[config.mk]
export PLATFORM = sky130hd
export DESIGN_NAME = vga_sync_gen
export DESIGN_NICKNAME = d
export VERILOG_FILES = /design/src/rtl/vga_sync_gen.sv
export SDC_FILE = /design/constraint.sdc
export NUM_CORES = 1
export LEC_CHECK = 0
export BUFFER_PORTS_ARGS = -buffer_cell sky130_fd_sc_hd__buf_4
export CORE_MARGIN = 8
export CORE_UTILIZATION = 50
export DETAILED_ROUTE_END_ITERATION = 10
export PLACE_DENSITY = 0.75
export SYNTH_ARGS = -nofsm -noshare
export SYNTH_HDL_FRONTEND = slang
export SYNTH_SLANG_ARGS = --single-unit
[constraint.sdc]
create_clock -name clk -period 1.7 [get_ports clk]
set_input_delay 0.255 -clock clk [delete_from_list [all_inputs] [get_ports clk]]
set_output_delay 0.255 -clock clk [all_outputs]
set_load 0.05 [all_outputs]
[src/rtl/vga_sync_gen.sv]
// Pixel-rate divider plus horizontal/vertical counters for a VGA raster.
// Sync, blanking and line/frame pulses are registered so they line up with pixel_x/pixel_y.
module vga_sync_gen #(
  parameter int H_DISPLAY = 640,
  parameter int H_FRONT   = 16,
  parameter int H_SYNC    = 96,
  parameter int H_BACK    = 48,
  parameter int V_DISPLAY = 480,
  parameter int V_FRONT   = 10,
  parameter int V_SYNC    = 2,
  parameter int V_BACK    = 33,
  parameter int CLK_DIV   = 4
) (
  input  logic       clk,
  input  logic       rst,
  output logic       p_tick,
  output logic [9:0] pixel_x,
  output logic [9:0] pixel_y,
  output logic       video_on,
  output logic       hsync,
  output logic       vsync,
  output logic       line_start,
  output logic       frame_start
);

  localparam int H_TOTAL = H_DISPLAY + H_FRONT + H_SYNC + H_BACK;
  localparam int V_TOTAL = V_DISPLAY + V_FRONT + V_SYNC + V_BACK;

  localparam logic [3:0]  Q_LAST   = 4'(CLK_DIV - 1);
  localparam logic [9:0]  H_LAST   = 10'(H_TOTAL - 1);
  localparam logic [9:0]  V_LAST   = 10'(V_TOTAL - 1);
  // Window bounds are 11 bits so a bound equal to 1024 still compares correctly.
  localparam logic [10:0] H_VIS    = 11'(H_DISPLAY);
  localparam logic [10:0] V_VIS    = 11'(V_DISPLAY);
  localparam logic [10:0] HS_BEGIN = 11'(H_DISPLAY + H_FRONT);
  localparam logic [10:0] HS_END   = 11'(H_DISPLAY + H_FRONT + H_SYNC);
  localparam logic [10:0] VS_BEGIN = 11'(V_DISPLAY + V_FRONT);
  localparam logic [10:0] VS_END   = 11'(V_DISPLAY + V_FRONT + V_SYNC);

  logic [3:0]  q_reg, q_next;
  logic [9:0]  x_reg, x_next;
  logic [9:0]  y_reg, y_next;
  logic        hsync_reg, vsync_reg, video_on_reg;
  logic        line_start_reg, frame_start_reg;
  logic        tick, h_wrap, v_wrap;
  logic [10:0] x_ext, y_ext;

  always_comb begin
    tick   = (q_reg == Q_LAST);
    h_wrap = tick && (x_reg == H_LAST);
    v_wrap = h_wrap && (y_reg == V_LAST);
    q_next = tick ? 4'd0 : q_reg + 4'd1;
    x_next = x_reg;
    y_next = y_reg;
    if (h_wrap) begin
      x_next = 10'd0;
    end else if (tick) begin
      x_next = x_reg + 10'd1;
    end
    if (v_wrap) begin
      y_next = 10'd0;
    end else if (h_wrap) begin
      y_next = y_reg + 10'd1;
    end
    x_ext = {1'b0, x_next};
    y_ext = {1'b0, y_next};
  end

  // Decodes use the next-state counts so they change on the same edge as the counters.
  always_ff @(posedge clk) begin
    if (rst) begin
      q_reg           <= 4'd0;
      x_reg           <= 10'd0;
      y_reg           <= 10'd0;
      hsync_reg       <= 1'b1;
      vsync_reg       <= 1'b1;
      video_on_reg    <= 1'b1;
      line_start_reg  <= 1'b0;
      frame_start_reg <= 1'b0;
    end else begin
      q_reg           <= q_next;
      x_reg           <= x_next;
      y_reg           <= y_next;
      hsync_reg       <= !((x_ext >= HS_BEGIN) && (x_ext < HS_END));
      vsync_reg       <= !((y_ext >= VS_BEGIN) && (y_ext < VS_END));
      video_on_reg    <= (x_ext < H_VIS) && (y_ext < V_VIS);
      line_start_reg  <= h_wrap;
      frame_start_reg <= v_wrap;
    end
  end

  assign p_tick      = tick && !rst;
  assign pixel_x     = x_reg;
  assign pixel_y     = y_reg;
  assign hsync       = hsync_reg;
  assign vsync       = vsync_reg;
  assign video_on    = video_on_reg;
  assign line_start  = line_start_reg;
  assign frame_start = frame_start_reg;

endmodule

After elaboration in Yosys (flattened, before gate mapping)
Cells that the tools add are included.

Register bits: 29. Input bits: 2. Output and inout port bits: 26.

Equality and inequality tests: 3. Muxes and demuxes: 4. $add $sub $neg: 3. Reductions and logical operators: 10. $lt $le $gt $ge: 6.

Operators by type and width (count): 10-bit 2-to-1 mux (4); 10-bit by 1-bit adder with 10-bit output, second input constant (2); 10-bit equality test, second input constant (2); 10-bit < comparator, second input constant (2); 10-bit by 9-bit < comparator with 1-bit output, second input constant (2); 10-bit >= comparator, second input constant (1); 10-bit by 9-bit >= comparator with 1-bit output, second input constant (1); 1-bit logical AND (6); 4-bit by 1-bit adder with 4-bit output, second input constant (1); 4-bit by 2-bit equality test with 1-bit output, second input constant (1); 1-bit zero test (3); 2-bit OR reduction (1).

Depth between registers and ports, before layout
Gate-level depths: netlist (run 1).

Depth after elaboration: 7. Depth in mapped cells: 8.

Worst setup path after synthesis (run 1)
No wires, ideal clock.

Kind: reg-to-reg. From: reg x_reg[0] (netlist: pixel_x[0]). To: reg video_on_reg (netlist: video_on). Slack: -459 ps. Cell stages (with the launch flop): 8. Arrival: 2068 ps. Buffers on the path: 1. Library setup time: 91 ps. Cells stage by stage: dfxtp_1 > ha_1 > and3_1 > buf_6 > nand4_1 > o21ai_4 > a31oi_2 > a311oi_1.

Longest elaborated chain between the ends: 6.

Ends and longest elaborated chain: start, declared (line 41) `logic [9:0] x_reg, x_next;`; start signal, assigned (line 82) `x_reg <= x_next;`; parallel branches: the longest is 5 deep, another holds 10-bit by 1-bit adder with 10-bit output; 1-bit logical AND * (line 86) `video_on_reg <= (x_ext < H_VIS) && (y_ext < V_VIS);`; end signal, assigned (line 86); end, declared (line 43) `logic hsync_reg, vsync_reg, video_on_reg;`.

Mark *: on every way between the ends. A chain may end at the register's enable or synchronous reset.

Worst setup path after layout (run 1)
From: reg y_reg[5] (netlist: pixel_y[5]). To: reg vsync_reg (netlist: vsync).

Longest elaborated chain between the ends: 6.

Ends and longest elaborated chain: start, declared (line 42) `logic [9:0] y_reg, y_next;`; start signal, assigned (line 83) `y_reg <= y_next;`; 10-bit by 1-bit adder with 10-bit output / 10-bit equality test (equally long branches) (line 63, 51); 10-bit 2-to-1 mux / 1-bit logical AND (equally long branches) (line 62, 51); 10-bit 2-to-1 mux * (line 60) `if (v_wrap) begin`; 10-bit by 9-bit >= comparator with 1-bit output / 10-bit by 9-bit < comparator with 1-bit output (equally long branches) (line 85) `vsync_reg <= !((y_ext >= VS_BEGIN) && (y_ext < VS_END));`; 1-bit logical AND * (line 85); 1-bit zero test * (line 85); end signal, assigned (line 85); end, declared (line 43).

Mark *: on every way between the ends. The rest lies on a longest branch, timed or not.

==> results.yml, run 1 <==
run_status:
  status: "complete, but fails checks"
  violations: "negative setup slack"
timing:
  finalMaxSlewViolations: 0
  fmax_mhz: 561
  setup_viol: 5
  slew_headroom_pct: 78.8
  layout_setup_ws_ps: -82.6
  skew_ps: 9.91
  setup-tns-final_ps: -226
  rsz0062_at_grt: "yes"
  finalCriticalPeriod_ps: 1780
  hold_viol: 0
  timing.final.crit_share_pct: 105
  worst_pin_slew_ps: 315
setup_path:
  cp-end-kind: "flop"
  cp-start-kind: "flop"
  endpoint: "vsync"
  crit_path_max_fanout: 4
  arrival_ps: 2060
  worstReg2RegStart: "pixel_y[5]"
  cp-startpoint: "pixel_y[5]"
  cp_data_required_time_ps: 1980
  r2r_end: "vsync"
  critPathKind: "reg -> reg"
  reg2reg_slack_ps: -80
  r2r_cells: 7
clocking:
  cts-hold-fix-buffers: 0
  clkTransAtPathRegs_ps: 100
  cts.sinks: 29
  clock_path_buffers: 2
  cts_root_buffer: "clkbuf_4"
  cts_tree: "built"
  clock_latency_ps: 330
  cts_made_buffers: 5
  htree_levels: 2
yosys:
  syn_nets: 195
  ys_ff_latch: 29
  ys.flop_type: "dfxtp_1"
  syn-cell-area_um2: 1630
  syn_inst: 189
  postSynthAreaPerCell_um2: 8.61
  yosysWarnings: 0
  synth_edf_count: 0
  yosysUniqueCellTypes: 47
  seq_area_frac_synth_pct: 35.7
  async_flop_share_pct: 0
routing:
  wl_met2_mm: 2.32
  wl_per_cell_um: 16.1
  dr.first_iter.drc_count: 130
  drc: 0
  top_layer: "met4"
  drt-vias-per-instance: 5.62
  drtAntennaViolNets: 0
  met3_length_um: 277
  drt_first_pass_iters: 7
  wirelength_met1_mm: 2.10
  wirelength_mm: 4.77
  vias: 1663
global_route:
  grt_overflow: 0
  grt_pass1_wl_mm: 8.03
  grt_max_degree: 19
  grtUsageTotal_pct: 18.9
  grt_pass1_vias: 1684
  antenna_found_initial: 0
floorplanning:
  die-area_um2: 5330
  die_y_um: 73.0
  ioPinCount: 28
  rows: 20
  coreArea_um2: 3080
  start_util_pct: 52.8
  die_w_um: 73.0
placed_design:
  place_ws_ps: -171
  place_congestion: 0.919
  dp_cells: 286
  io_buffers: 27
  hpwl_mm: 3.44
final_layout:
  final_layout_size_suffix_gt1_share_pct: 52.0
  nets: 257
  syn2layout_area_growth_pct: 47.8
  num-fill-cells: 218
  antenna_cells: 0
  fin_cells: 296
flow_run:
  max_cap_viol_count: 0
power_and_ir_drop:
  ir_drop_mv: 0.380
  powerDensity_nw_per_um2: 520
  leakage_nw: 0.946
hold_path:
  min_from: "rst"
  hold_class: "in -> reg"
critical path: stages, from the launching register on:
cell and delay (ps):
dfxtp_4 350, or3_1 370, or4_4 440, buf_4 150, buf_4 150, a31oi_4 130
a31oi_2 50, nand3b_1 80
synth_stat cells, drive strengths merged (5+ instances only):
master  count  share of area [%]
and3        5                1.9
nor2       17                3.9
dfxtp      29                 36
xor2       10                5.4
clkbuf      9                3.4
nand4      11                4.6
nand2      12                2.8
nor3       11                3.4
a21oi       7                2.2
inv         6                1.4
o21ai       6                2.5
xnor2       6                3.2
nand3      11                3.4
layout by cell type, fill, tap and decap left out, types with 8 or more instances in the layout:
cell	synthesis	routed
nand3_1	11	10
dfxtp_4	0	8
xor2_1	10	10
nand4_1	10	10
dfxtp_2	0	12
dfxtp_1	29	9
buf_4	0	64
nor3_1	11	10
nor2_1	17	14
nand2_1	12	11
worst min-delay path by stage:
stage          slack (ps)         end  depth (start not counted)
6_report              230  pixel_y[1]                          2
5_1_grt               250  pixel_y[1]                          2
4_1_cts               220  pixel_y[1]                          2
3_5_place_dp          530    q_reg[0]                          2
3_3_place_gp          510    q_reg[0]                          2
2_1_floorplan         430    q_reg[0]                          1
logic make-up (layout without fill, tap and decap cells):
| group | Yosys count | count (layout) | share of synthesized area [%] |
|---|---|---|---|
| DFF | 29 | 29 | 35.7 |
| buffers and inverters | 20 | 83 | 7.46 |
| and+or+nand+nor | 95 | 95 | 34.0 |
| AOI/OAI and AO/OA | 24 | 24 | 10.5 |
| muxes | 1 | 1 | 0.615 |
| xor gates and xnor gates | 16 | 16 | 8.62 |
| adders and majority gates | 4 | 4 | 3.08 |
timing repair:
action / 4_1_cts / 5_1_grt
endpoints found under the setup margin: 14 / 17
pin swaps: 6 / 8
setup buffers: 1 / 1
gates resized for setup: 12 / 26
layer usage:
| metal | track usage [%] | vias up |
|---|---|---|
| met2 | 30.7 | 51 |
| met5 | 0 | - |
| met3 | 3.71 | 10 |
| met4 | 9.78 | 0 |
| li1 | - | 806 |
| met1 | 22.7 | 796 |
stage by stage:
step / instance area, µm² / power (mW) / hold slack, ps / utilization, %
3_5_place_dp: 2150 / 0.765 / 535 / 69.8
5_1_grt: 2400 / 1.29 / 250 / 78.1
2_1_floorplan: 1700 / 0.738 / 433 / -
3_3_place_gp: 2150 / 0.760 / 509 / 69.8
6_report: 2400 / 1.25 / 234 / 78.1
4_1_cts: 2290 / 1.25 / 225 / 74.5
report_power, final:
group          internal, mW  switching, mW  leakage (nW)
clock network         0.239          0.250        0.0413
logic                0.0340         0.0423         0.658
registers             0.677        0.00803         0.246
total                 0.950          0.301         0.946
layout make-up:
cell class              instances  area [µm²]  area share, %
flip-flops and latches         29         626           26.0
clock buffers                   7        65.1           2.71
inverters                       6        25.0           1.04
multi-input cells             140        1090           45.4
well taps                      44        55.1           2.29
clock inverters                 1        5.00          0.208
repair buffers                 69         537           22.3
No activity file was read; power rests on OpenSTA's default activity.
==> inputs of run 2 (changes only) <==
- ABC_AREA: default -> 1
==> results.yml, run 2 <==
yosys:
  ys.flop_type: "dfxtp_1"
  syn_nets: 255
  synth_most_common_cell: "nand2_1"
  async_flop_share_pct: 0
  ys_ff_latch: 29
  synth_top_area_share_pct: 35.3
  postSynthAreaPerCell_um2: 6.61
  yosysUniqueCellTypes: 27
  syn-cell-area_um2: 1650
  seq_area_frac_synth_pct: 35.3
  synth_edf_count: 0
  syn_inst: 249
  synth.area.top_cells: "dfxtp_1 (35%), nand2_1 (13%), nor2_1 (11%)"
  yosysTopAreaCell: "dfxtp_1"
  yosysWarnings: 0
  synth_common_cells: "nand2_1 (59), nor2_1 (49), inv_1 (40)"
power_and_ir_drop:
  ir_drop_mv: 0.465
  powerDensity_nw_per_um2: 596
  leakage_nw: 1.09
routing:
  drc: 0
  drt_first_pass_iters: 5
  dr.first_iter.drc_count: 106
  wl_per_cell_um: 12.0
  drt-vias-per-instance: 4.76
  drtAntennaViolNets: 0
  wirelength_mm: 4.13
  vias: 1642
clocking:
  cts_root_buffer: "clkbuf_4"
  htree_levels: 2
  cts_made_buffers: 5
  clkTransAtPathRegs_ps: 90
  clock_path_buffers: 2
  clock_latency_ps: 320
  cts_tree: "built"
  cts.sinks: 29
  cts-hold-fix-buffers: 0
floorplanning:
  die_w_um: 73.4
  rows: 21
  start_util_pct: 50.5
  ioPinCount: 28
  die_y_um: 73.4
  die-area_um2: 5380
  coreArea_um2: 3260
global_route:
  grt_overflow: 0
  grt_pass1_vias: 1514
  antenna_found_initial: 0
  grtUsageTotal_pct: 15.8
  grt_pass1_wl_mm: 6.66
  grt_max_degree: 17
run_status:
  status: "complete, no violations"
timing:
  slew_headroom_pct: 80.8
  setup_viol: 0
  finalMaxSlewViolations: 0
  rsz0062_at_grt: "yes"
  hold_viol: 0
  setup-tns-final_ps: 0
  skew_ps: 11.4
  fmax_mhz: 613
  layout_setup_ws_ps: 69.8
  timing.final.crit_share_pct: 95.9
  worst_pin_slew_ps: 285
  finalCriticalPeriod_ps: 1630
setup_path:
  critPathKind: "reg -> reg"
  cp-end-kind: "flop"
  cp-start-kind: "flop"
  crit_path_max_fanout: 6
  arrival_ps: 1850
  cp_data_required_time_ps: 1920
final_layout:
  syn2layout_area_growth_pct: 35.1
  antenna_cells: 0
  finalInstanceArea_um2: 2220
  mostFrequentLayoutCells: "nand2_1 (55), nor2_1 (42), buf_4 (42)"
  nets: 304
  fin_util_pct: 68.2
  final_common_cell: "nand2_1"
  final_layout_size_suffix_gt1_share_pct: 33.1
placed_design:
  place_ws_ps: -23.7
  place_congestion: 0.880
  io_buffers: 27
  dpl-instance-area_um2: 1980
  hpwl_mm: 2.99
flow_run:
  max_cap_viol_count: 0
hold_path:
  hold_class: "in -> reg"
## run 2: cell types whose count changed after synthesis, sizes merged, moves of 7 or more
cell    delta
clkbuf     -7
nor2      +39
nand2     +51
nand3      +8
inv       +36
nor3       -8
## run 2: final cells by class
cell class	instances	area, µm²
Clock buffer	8	58.8
Fill cell	304	1040
Inverter	42	160
Multi-Input combinational cell	175	998
Sequential cell	29	598
Tap cell	46	57.6
Timing Repair Buffer	45	349
## run 2: worst paths after layout
kind,from,endpoint,slack (ps),depth (start not counted)
max,pixel_x[1],vsync,70,11
min,rst,pixel_y[1],230,2
max reg2reg,pixel_x[1],vsync,70,11
min reg2reg,q_reg[0],q_reg[0],450,1
## run 2: routing by layer
layer  vias up  routed length (µm)  track usage [%]
met1       724                1740             18.3
met4         0                  21             6.65
met5         -                   0                0
li1        860                   -                -
met3         2                 295             4.77
met2        56                2070             26.2
## run 2: report_power, final
| part | leakage [nW] | switching, mW | total (mW) | internal [mW] |
|---|---|---|---|---|
| clock | 0.0326 | 0.226 | 0.430 | 0.204 |
| combinational | 0.819 | 0.105 | 0.170 | 0.0646 |
| sequential | 0.240 | 0.0200 | 0.724 | 0.704 |
| total | 1.09 | 0.352 | 1.32 | 0.973 |
## run 2: cells by family (layout without fill, tap and decap cells)
family                   Yosys count  after routing  share of synthesized area, %
AO/OA/AOI/OAI                     13             13                          5.25
XOR/XNOR                           8              8                          4.26
adder cells (fa/ha/maj)            4              4                          3.04
buffers and inverters             45             95                          10.7
flip-flops                        29             29                          35.3
AND/OR/NAND/NOR                  150            150                          41.4
## run 2: timing repair
action | 4_1_cts | 5_1_grt
endpoints found under the setup margin | 2 | 12
pin swaps | 0 | 14
resized for setup | 3 | 29
setup buffers | 2 | 6
## run 2: through the flow
stage | instances | total power, mW | hold slack [ps]
final | 345 | 1.32 | 232
after global routing | 345 | 1.39 | 232
after CTS | 339 | 1.32 | 211
after detailed placement | 329 | 0.884 | 446
after global placement | 329 | 0.884 | 433
after floorplan | 249 | 0.833 | 418
## run 2: worst max-delay path: stages (launching register included)
cell and delay [ps]:
dfxtp_4 370, ha_4 140, nand2_4 60, nor2_4 110
nand3_2 100, nor2_4 200, buf_6 130, nand2_2 40
o21ai_2 80, nand3_2 110, nor2_2 130, nand2_1 60
